### config.mk
export PLATFORM = sky130hd
export DESIGN_NAME = rfic_mcs_sequencer
export DESIGN_NICKNAME = d
export VERILOG_FILES = /design/src/rtl/rfic_seq_pkg.sv /design/src/rtl/rfic_status_sync.sv /design/src/rtl/rfic_mcs_sequencer.sv
export SDC_FILE = /design/constraint.sdc
export NUM_CORES = 1
export LEC_CHECK = 0
export BUFFER_PORTS_ARGS = -buffer_cell sky130_fd_sc_hd__buf_2
export CAP_MARGIN = 10
export CORE_AREA = 2 2 70 72
export DETAILED_ROUTE_END_ITERATION = 10
export DIE_AREA = 0 0 72 74
export PLACE_DENSITY_LB_ADDON = 0.25
export SLEW_MARGIN = 40
export SYNTH_ARGS = -nofsm -noshare
export SYNTH_HDL_FRONTEND = slang
export SYNTH_SLANG_ARGS = --single-unit
### constraint.sdc
create_clock -name clk -period 3.4 [get_ports clk]
set_input_delay 0.51 -clock clk [delete_from_list [all_inputs] [get_ports clk]]
set_output_delay 0.51 -clock clk [all_outputs]
set_load 0.05 [all_outputs]
### src/rtl/rfic_seq_pkg.sv
// Shared definitions for the RFIC multi-chip-sync sequencer.
//   - seq_state_e : sequencer FSM states
//   - cnt_width() : width of the shared duration down-counter
//   - parameter range limits checked at elaboration by the top level
package rfic_seq_pkg;

  localparam int RFIC_MIN        = 1;
  localparam int RFIC_MAX        = 8;
  localparam int SYNC_PULSES_MIN = 1;
  localparam int SYNC_PULSES_MAX = 15;
  localparam int PULSE_CNT_W     = 4;

  typedef enum logic [2:0] {
    ST_IDLE       = 3'd0,
    ST_RST_ASSERT = 3'd1,
    ST_RST_WAIT   = 3'd2,
    ST_SYNC_HI    = 3'd3,
    ST_SYNC_LO    = 3'd4,
    ST_DONE       = 3'd5
  } seq_state_e;

  // One counter serves every timed state, so it must hold the largest duration.
  function automatic int cnt_width(input int a, input int b, input int c, input int d);
    int m;
    m = a;
    if (b > m) m = b;
    if (c > m) m = c;
    if (d > m) m = d;
    return $clog2(m) + 1;
  endfunction

endpackage

### src/rtl/rfic_status_sync.sv
// One device's CTRL_OUT status path: two-flop synchroniser plus sticky
// change flag.
//   clk, rst        : clock, synchronous active-high reset
//   status_in       : asynchronous CTRL_OUT bus of one device
//   clr_changed     : clears the sticky flag (a simultaneous new change wins)
//   status_sync     : synchronised status (second flop)
//   status_changed  : sticky flag, set whenever status_sync takes a new value
module rfic_status_sync
  import rfic_seq_pkg::*;
#(
  parameter int CTRL_OUT_W = 8
) (
  input  logic                  clk,
  input  logic                  rst,
  input  logic [CTRL_OUT_W-1:0] status_in,
  input  logic                  clr_changed,
  output logic [CTRL_OUT_W-1:0] status_sync,
  output logic                  status_changed
);

  logic [CTRL_OUT_W-1:0] meta_q, meta_d;
  logic [CTRL_OUT_W-1:0] sync_q, sync_d;
  logic                  changed_q, changed_d;

  always_comb begin
    meta_d = status_in;
    sync_d = meta_q;
    // meta_q != sync_q means status_sync changes on this edge, so the flag
    // rises in the same cycle as the new synchronised value appears.
    changed_d = (changed_q & ~clr_changed) | (meta_q != sync_q);
  end

  always_ff @(posedge clk) begin
    if (rst) begin
      meta_q    <= '0;
      sync_q    <= '0;
      changed_q <= 1'b0;
    end else begin
      meta_q    <= meta_d;
      sync_q    <= sync_d;
      changed_q <= changed_d;
    end
  end

  assign status_sync    = sync_q;
  assign status_changed = changed_q;

endmodule

### src/rtl/rfic_mcs_sequencer.sv
// Reset and multi-chip-sync sequencer for a group of AD9361-class RFICs.
// A full sequence pulses the masked resetb lines low, waits for the devices
// to settle, then issues NUM_SYNC_PULSES mcs_sync strobes. A sync-only
// sequence issues just the strobes. CTRL_OUT status buses are synchronised
// and change-flagged independently of the sequencer.
//   clk, rst        : clock, synchronous active-high reset
//   cmd_start       : start full reset+sync sequence (wins over cmd_sync_only)
//   cmd_sync_only   : start sync-only sequence
//   rfic_mask       : devices included in the reset phase, sampled with command
//   gpio_status_in  : asynchronous CTRL_OUT buses, device k at [k*W +: W]
//   clr_changed     : per-device clear of status_changed
//   rfic_resetb     : active-low device resets (registered)
//   mcs_sync        : shared sync strobe (registered)
//   status_sync     : synchronised CTRL_OUT buses
//   status_changed  : sticky per-device change flags
//   busy            : sequence in progress
//   done            : one-cycle pulse at sequence completion
module rfic_mcs_sequencer
  import rfic_seq_pkg::*;
#(
  parameter int NUM_RFIC        = 2,
  parameter int CTRL_OUT_W      = 8,
  parameter int RESET_HOLD      = 1000,
  parameter int POST_RESET_WAIT = 20000,
  parameter int SYNC_PULSE_W    = 4,
  parameter int SYNC_GAP        = 64,
  parameter int NUM_SYNC_PULSES = 3
) (
  input  logic                           clk,
  input  logic                           rst,
  input  logic                           cmd_start,
  input  logic                           cmd_sync_only,
  input  logic [NUM_RFIC-1:0]            rfic_mask,
  input  logic [NUM_RFIC*CTRL_OUT_W-1:0] gpio_status_in,
  input  logic [NUM_RFIC-1:0]            clr_changed,
  output logic [NUM_RFIC-1:0]            rfic_resetb,
  output logic                           mcs_sync,
  output logic [NUM_RFIC*CTRL_OUT_W-1:0] status_sync,
  output logic [NUM_RFIC-1:0]            status_changed,
  output logic                           busy,
  output logic                           done
);

  localparam int CNT_W = cnt_width(RESET_HOLD, POST_RESET_WAIT, SYNC_PULSE_W, SYNC_GAP);

  localparam logic [CNT_W-1:0]       LD_HOLD  = CNT_W'(RESET_HOLD - 1);
  localparam logic [CNT_W-1:0]       LD_WAIT  = CNT_W'(POST_RESET_WAIT - 1);
  localparam logic [CNT_W-1:0]       LD_PULSE = CNT_W'(SYNC_PULSE_W - 1);
  localparam logic [CNT_W-1:0]       LD_GAP   = CNT_W'(SYNC_GAP - 1);
  localparam logic [PULSE_CNT_W-1:0] LD_NPUL  = PULSE_CNT_W'(NUM_SYNC_PULSES - 1);

  if (NUM_RFIC < RFIC_MIN || NUM_RFIC > RFIC_MAX ||
      NUM_SYNC_PULSES < SYNC_PULSES_MIN || NUM_SYNC_PULSES > SYNC_PULSES_MAX ||
      RESET_HOLD < 1 || POST_RESET_WAIT < 1 || SYNC_PULSE_W < 1 || SYNC_GAP < 1) begin : g_bad_params
    $error("rfic_mcs_sequencer: parameter out of range");
  end

  seq_state_e             state_q, state_d;
  logic [CNT_W-1:0]       cnt_q, cnt_d;
  logic [PULSE_CNT_W-1:0] pulse_q, pulse_d;
  logic [NUM_RFIC-1:0]    mask_q, mask_d;
  logic [NUM_RFIC-1:0]    resetb_q, resetb_d;
  logic                   mcs_sync_q, mcs_sync_d;

  // Counter holds "cycles remaining minus one" in the current state; it is
  // reloaded on every state entry and the state exits when it reads zero.
  always_comb begin
    state_d  = state_q;
    cnt_d    = (cnt_q == '0) ? '0 : cnt_q - CNT_W'(1);
    pulse_d  = pulse_q;
    mask_d   = mask_q;
    resetb_d = resetb_q;

    unique case (state_q)
      ST_IDLE: begin
        if (cmd_start) begin
          state_d  = ST_RST_ASSERT;
          cnt_d    = LD_HOLD;
          mask_d   = rfic_mask;
          // Only masked devices go into reset; the rest keep their level.
          resetb_d = resetb_q & ~rfic_mask;
        end else if (cmd_sync_only) begin
          state_d = ST_SYNC_HI;
          cnt_d   = LD_PULSE;
          pulse_d = LD_NPUL;
          mask_d  = rfic_mask;
        end
      end
      ST_RST_ASSERT: begin
        if (cnt_q == '0) begin
          state_d  = ST_RST_WAIT;
          cnt_d    = LD_WAIT;
          resetb_d = resetb_q | mask_q;
        end
      end
      ST_RST_WAIT: begin
        if (cnt_q == '0) begin
          state_d = ST_SYNC_HI;
          cnt_d   = LD_PULSE;
          pulse_d = LD_NPUL;
        end
      end
      ST_SYNC_HI: begin
        if (cnt_q == '0) begin
          // pulse_q counts the pulses still to follow this one.
          if (pulse_q == '0) begin
            state_d = ST_DONE;
          end else begin
            state_d = ST_SYNC_LO;
            cnt_d   = LD_GAP;
          end
        end
      end
      ST_SYNC_LO: begin
        if (cnt_q == '0) begin
          state_d = ST_SYNC_HI;
          cnt_d   = LD_PULSE;
          pulse_d = pulse_q - PULSE_CNT_W'(1);
        end
      end
      ST_DONE: begin
        state_d = ST_IDLE;
      end
      default: begin
        state_d = ST_IDLE;
      end
    endcase

    // Registered from the next state so the strobe leaves a flop cleanly.
    mcs_sync_d = (state_d == ST_SYNC_HI);
  end

  always_ff @(posedge clk) begin
    if (rst) begin
      state_q    <= ST_IDLE;
      cnt_q      <= '0;
      pulse_q    <= '0;
      mask_q     <= '0;
      resetb_q   <= '0;
      mcs_sync_q <= 1'b0;
    end else begin
      state_q    <= state_d;
      cnt_q      <= cnt_d;
      pulse_q    <= pulse_d;
      mask_q     <= mask_d;
      resetb_q   <= resetb_d;
      mcs_sync_q <= mcs_sync_d;
    end
  end

  assign rfic_resetb = resetb_q;
  assign mcs_sync    = mcs_sync_q;
  assign busy        = (state_q != ST_IDLE);
  assign done        = (state_q == ST_DONE);

  for (genvar k = 0; k < NUM_RFIC; k++) begin : g_status
    rfic_status_sync #(
      .CTRL_OUT_W(CTRL_OUT_W)
    ) u_status_sync (
      .clk           (clk),
      .rst           (rst),
      .status_in     (gpio_status_in[k*CTRL_OUT_W +: CTRL_OUT_W]),
      .clr_changed   (clr_changed[k]),
      .status_sync   (status_sync[k*CTRL_OUT_W +: CTRL_OUT_W]),
      .status_changed(status_changed[k])
    );
  end

endmodule

[Word level (Yosys, flattened, before mapping)]
Index checks and enable logic that the tools add are counted.
Word-level totals
  flip-flop bits (word level): 62
  bits in latches: 0
  RAM bits: 0
  memory bits (read-only): 0
  bits of input ports: 24
  output and inout port bits: 23
  word-level logic and storage cells: 73
  memories: 0
Cells by class
  $add $sub $neg: 2
  multipliers: 0
  divide/modulo/power cells: 0
  order comparisons: 0
  equality and inequality tests: 14
  shift operators: 0
  muxes and demuxes: 25
  bitwise logic cells: 9
  reduce and logical (&&, ||, !) cells: 11
Operators with widths (number)
  16-bit 2-to-1 mux: 7
  16-bit case mux with 4 select lines: 1
  16-bit logical NOT: 1
  4-bit 2-to-1 mux: 4
  8-bit != test: 2
  16-bit by 1-bit subtractor with 16-bit output, second input constant: 1
  3-bit 2-to-1 mux: 5
  2-bit != test, second input constant: 6
  3-bit case mux with 4 select lines: 1
  4-bit case mux with 3 select lines: 1
  3-bit by 2-bit == test with 1-bit output, second input constant: 3
  2-bit 2-to-1 mux: 4
  3-bit == test, second input constant: 2
  3-bit nonzero test: 2
  5-bit AND reduction: 1
  4-bit logical NOT: 1
  2-bit case mux with 2 select lines: 1
  2-bit nonzero test: 2
  4-bit by 1-bit subtractor with 4-bit output, second input constant: 1
  3-bit by 1-bit == test with 1-bit output, second input constant: 1
  3-bit logical NOT: 1
  3-bit AND reduction: 1
  1-bit bitwise AND: 2
  2-bit bitwise AND: 1
  other kinds (7): 9

[Depth between registers and ports, before layout]
  word-level depth: 5
  gate-level depth with buffers: 8
  gate-level depth less buffers: 7

[Cells and area by module]
A second synthesis with hierarchy kept.
Second synthesis, totals
  cells, all modules: 297
  area, all modules: 2725.1 µm²
Modules (own cells, without submodules)
  rfic_mcs_sequencer: instances 1, cells an instance 203, area each 1641.6 µm², seq. area each 560.5 µm²
  rfic_status_sync: instances 2, cells an instance 47, area each 541.8 µm², seq. area each 340.3 µm²

[Worst setup path after synthesis]
Ideal clock, no wire load.
  path kind: reg2out
  start point: reg state_q[2]
  end point: out done
  data arrival time: 1.816 ns
  data required time: 2.890 ns
  slack: 1.074 ns
  stages on the path, launching flop included: 4
  path buffers: 1
  cell sequence: dfxtp_1 clkbuf_1 inv_1 nor3_1
Between the ends
  cells in the longest elaborated chain, start to end: 1
Ends and longest elaborated chain
  from (decl): RTL line rfic_mcs_sequencer.sv:58  | seq_state_e state_q, state_d;
  from (signal assigned): RTL line rfic_mcs_sequencer.sv:142  | state_q <= state_d;
  3-bit == test: RTL line rfic_mcs_sequencer.sv:154  | assign done = (state_q == ST_DONE);
  to (decl): RTL line rfic_mcs_sequencer.sv:41  | output logic done
No other way between the ends.

[Final worst setup path]
  start point: reg cnt_q[6]
  end point: reg cnt_q[5]
Between the ends
  cells in the longest elaborated chain, start to end: 5
  elaborated cells between the ends (all ways): 9
  classes of those cells: mux (8); reduce/logical (1)
Ends and longest elaborated chain
  from (decl): RTL line rfic_mcs_sequencer.sv:59  | logic [CNT_W-1:0] cnt_q, cnt_d;
  from (signal assigned): RTL line rfic_mcs_sequencer.sv:143  | cnt_q <= cnt_d;
  16-bit logical NOT *
  16-bit 2-to-1 mux: RTL line rfic_mcs_sequencer.sv:69  | cnt_d = (cnt_q == '0) ? '0 : cnt_q - CNT_W'(1);
  16-bit 2-to-1 mux, on equally long branches: RTL line rfic_mcs_sequencer.sv:106, rfic_mcs_sequencer.sv:82
  16-bit 2-to-1 mux, on equally long branches: RTL line rfic_mcs_sequencer.sv:104, rfic_mcs_sequencer.sv:76
  16-bit case mux with 4 select lines *: RTL line rfic_mcs_sequencer.sv:74  | unique case (state_q)
Every way passes the cells marked *; elsewhere a longest branch is shown, timed or not.
A chain may end at the register's enable or synchronous reset.

==> summary.md <==
| Metric | Value |
|---|---|
| Hold/Removal Path Class | `input port to flop` |
| Post-DR vias/cell | `5.37` |
| Yosys top cell area share | `0.475` |
| DRT iter0 DRCs | `201` |
| CP Max Fanout | `11` |
| Worst reg2reg path depth | `5` |
| Initial antenna violation count | `0` |
| Largest net degree at the start of global routing | `56` |
| Cts bufs inserted | `9` |
| CP startpoint kind | `flop` |
| Initial core utilization | `0.568` |
| Row count | `25` |
| Fraction of registers with async set/reset | `0` |
| Met1 wire length | `2.35 mm` |
| DRC | `0` |
| Layout cell share with drive strength beyond 1 | `0.195` |
| H-Tree Depth | `3` |
| Cell Pwr Density | `790 nW/um^2` |
| Most numerous cell in the Yosys netlist | `dfxtp_1` |
| Crit path time final | `2.37 ns` |
| Peak supply drop | `0.363 mV` |
| R2R Path Start | `cnt_q[6]` |
| CTS Buffer Depth | `2` |
| Area Overhead vs Synth | `16.0%` |
| Util after Layout | `0.659` |
| Hold_sp | `gpio_status_in[9]` |
| Placed cell count | `372` |
| Final setup fails | `0` |
| WL met2 | `2.30 mm` |
| Die width | `72 um` |
| Setup_tns | `0 ns` |
| ANT cells | `0` |
| Max frequency | `421 MHz` |
| Yosys top cell by area | `dfxtp_1` |
| Setup crit end kind | `flop` |
| Top cells by count, synth | `62 x dfxtp_1, 32 x nor2b_1, 22 x nor2_1` |
| I/O Pins | `47` |
| First-pass GRT wire length | `8.38 mm` |
| Clock latency on the worst-skew pair | `0.33 ns` |
| Crit path DAT | `2.63 ns` |
| Post-synthesis average cell area | `9.11 sq um` |
| Status | `completed` |
| Tot Pwr | `2.40 mW` |
| Routability Congestion | `0.846` |
| Total GRT Usage | `0.204` |
| Seq/Total Area, Yosys | `0.475` |
| Setup repair bufs after CTS | `0` |
| Final HPWL DP | `3.58 mm` |
| Metal3 WL | `300 um` |
| # port buffers | `46` |
| Distinct cells, synth | `38` |
| # clock sinks | `62` |
| Non-filler cells, final | `388` |
| Uppermost routed layer | `met4` |
| Root buffer cell | `clkbuf_8` |
| Leak | `1.30 nW` |
| Final Slew Violations | `0` |
| FF+latch count, synth | `62` |
| Core footprint | `4600 sq um` |
| Drt wl/cell | `12.9 um` |
| CTS tree | `yes` |
| Post-synth EDFFs | `0` |
| Post-route antenna net violation count | `0` |
| Die H | `74 um` |
| FF-to-FF setup slack | `1.03 ns` |
| Worst Hold End | `g_status[1].u_status_sync.meta_q[1]` |
| Synth top area cells | `dfxtp_1 47%, nor2b_1 7.7%, xor2_1 5.0%` |
| Worst Path Required | `3.66 ns` |
| Drt pass-1 iters | `4` |
| Fin Hold WS | `0.390 ns` |
| Main flop type after synthesis | `dfxtp_1` |
| Least-Margin Pin Slew | `0.646 ns` |
| Clock Skew | `0.00599 ns` |
| Synth Net Count | `315` |
| RSZ-0062 raised after global routing | `no` |
| Worst slack, placed | `1.06 ns` |
| Vias in the first global route | `1,951` |
| Fin crit share | `0.698` |
| Worst Hold Depth | `2` |
| Final worst slack | `1.03 ns` |
| Crit path kind | `flop to flop` |
| Final hold violations | `0` |
| Mapped Cells | `287` |
| Slew headroom | `0.566` |
| Nets@finish | `357` |
| CTS Hold Bufs | `0` |
| Via Count | `2,082` |
| Post-route cell area | `3030 sq um` |
| Post_cts resized | `0` |
| Ys Warns | `0` |
| Max_cap viols | `0` |
| Die Footprint | `5330 sq um` |
| GRT overflow | `0` |
| Cell Area, Synth | `2610 sq um` |
| Worst r2r dst | `cnt_q[5]` |
| Total Wirelength | `4.99 mm` |
| Placement Cell Area | `2850 sq um` |
| Reg clk slew, reported paths | `0.07 ns` |
state kept, by name, summed over array words and instances, names as in the netlist:
| register | cells |
|---|---|
| cnt_q | 16 |
| g_status.u_status_sync.meta_q | 16 |
| g_status.u_status_sync.status_sync | 16 |
| pulse_q | 4 |
| state_q | 3 |
| g_status.u_status_sync.status_changed | 2 |
| mask_q | 2 |
| rfic_resetb | 2 |
| mcs_sync | 1 |
metal layers:
layer,vias up,track usage
met5,-,0
met4,0,0.0629
met3,4,0.0813
met2,51,0.325
met1,959,0.258
li1,1068,-
critical path, cell delays in order, from the launching register on:
cell and delay (ns):
dfxtp_1 0.33, nor4_1 0.44, nand3b_1 0.17, or4_1 0.63, or4_1 0.56, a31oi_1 0.16
how the worst max path moves through the flow:
stage	slack, ns	startpoint	endpoint	depth (start not counted)
after global routing	0.81	cnt_q[6]	cnt_q[5]	5
after detailed placement	1.06	cnt_q[8]	cnt_q[5]	5
final	1.03	cnt_q[6]	cnt_q[5]	5
after global placement	1.11	cnt_q[6]	cnt_q[5]	5
after floorplan	1.07	state_q[2]	done	3
after CTS	1.03	cnt_q[6]	cnt_q[5]	5
cell families after synthesis:
kind of cell / Yosys count / synth area share
XOR/XNOR: 28 / 0.0938
AO/OA/AOI/OAI: 50 / 0.119
adder cells (fa/ha/maj): 4 / 0.0191
flip-flops: 62 / 0.475
AND/OR/NAND/NOR: 114 / 0.241
multiplexers: 3 / 0.0115
buffers and inverters: 26 / 0.0402
final cells by class:
type	count	area (sq um)
flip-flops and latches	62	1240
well taps	54	67.6
inverters	11	41.3
repair buffers	46	233
fillers	383	1570
multi-input cells	199	1270
clock inverters	5	50.0
clock buffers	11	131
where the power goes:
group | switching, mW | internal [mW] | total, mW
sequential | 0.129 | 0.841 | 0.970
combinational | 0.498 | 0.333 | 0.831
clock | 0.261 | 0.334 | 0.595
total | 0.888 | 1.51 | 2.40
cell usage in the layout (no fill, tap or decap), types with 2 or more instances in the layout:
cell type / n
nor2b_1: 32
or4_1: 3
clkbuf_8: 9
o2111ai_1: 2
o21ai_0: 5
nand3b_1: 3
a22oi_1: 2
nor4_1: 4
nor3_1: 11
clkbuf_1: 2
nor2_1: 22
xor2_1: 15
mux2i_1: 3
o31ai_1: 2
or3_1: 4
clkinv_2: 4
ha_1: 4
nand2b_1: 4
nand3_1: 5
xnor2_1: 13
a211oi_1: 2
or2_2: 3
a21oi_1: 20
a31oi_1: 8
a311oi_1: 5
o21a_1: 2
dfxtp_1: 62
buf_2: 45
nand2_1: 16
inv_1: 11
(Power assumes the default switching activity.)
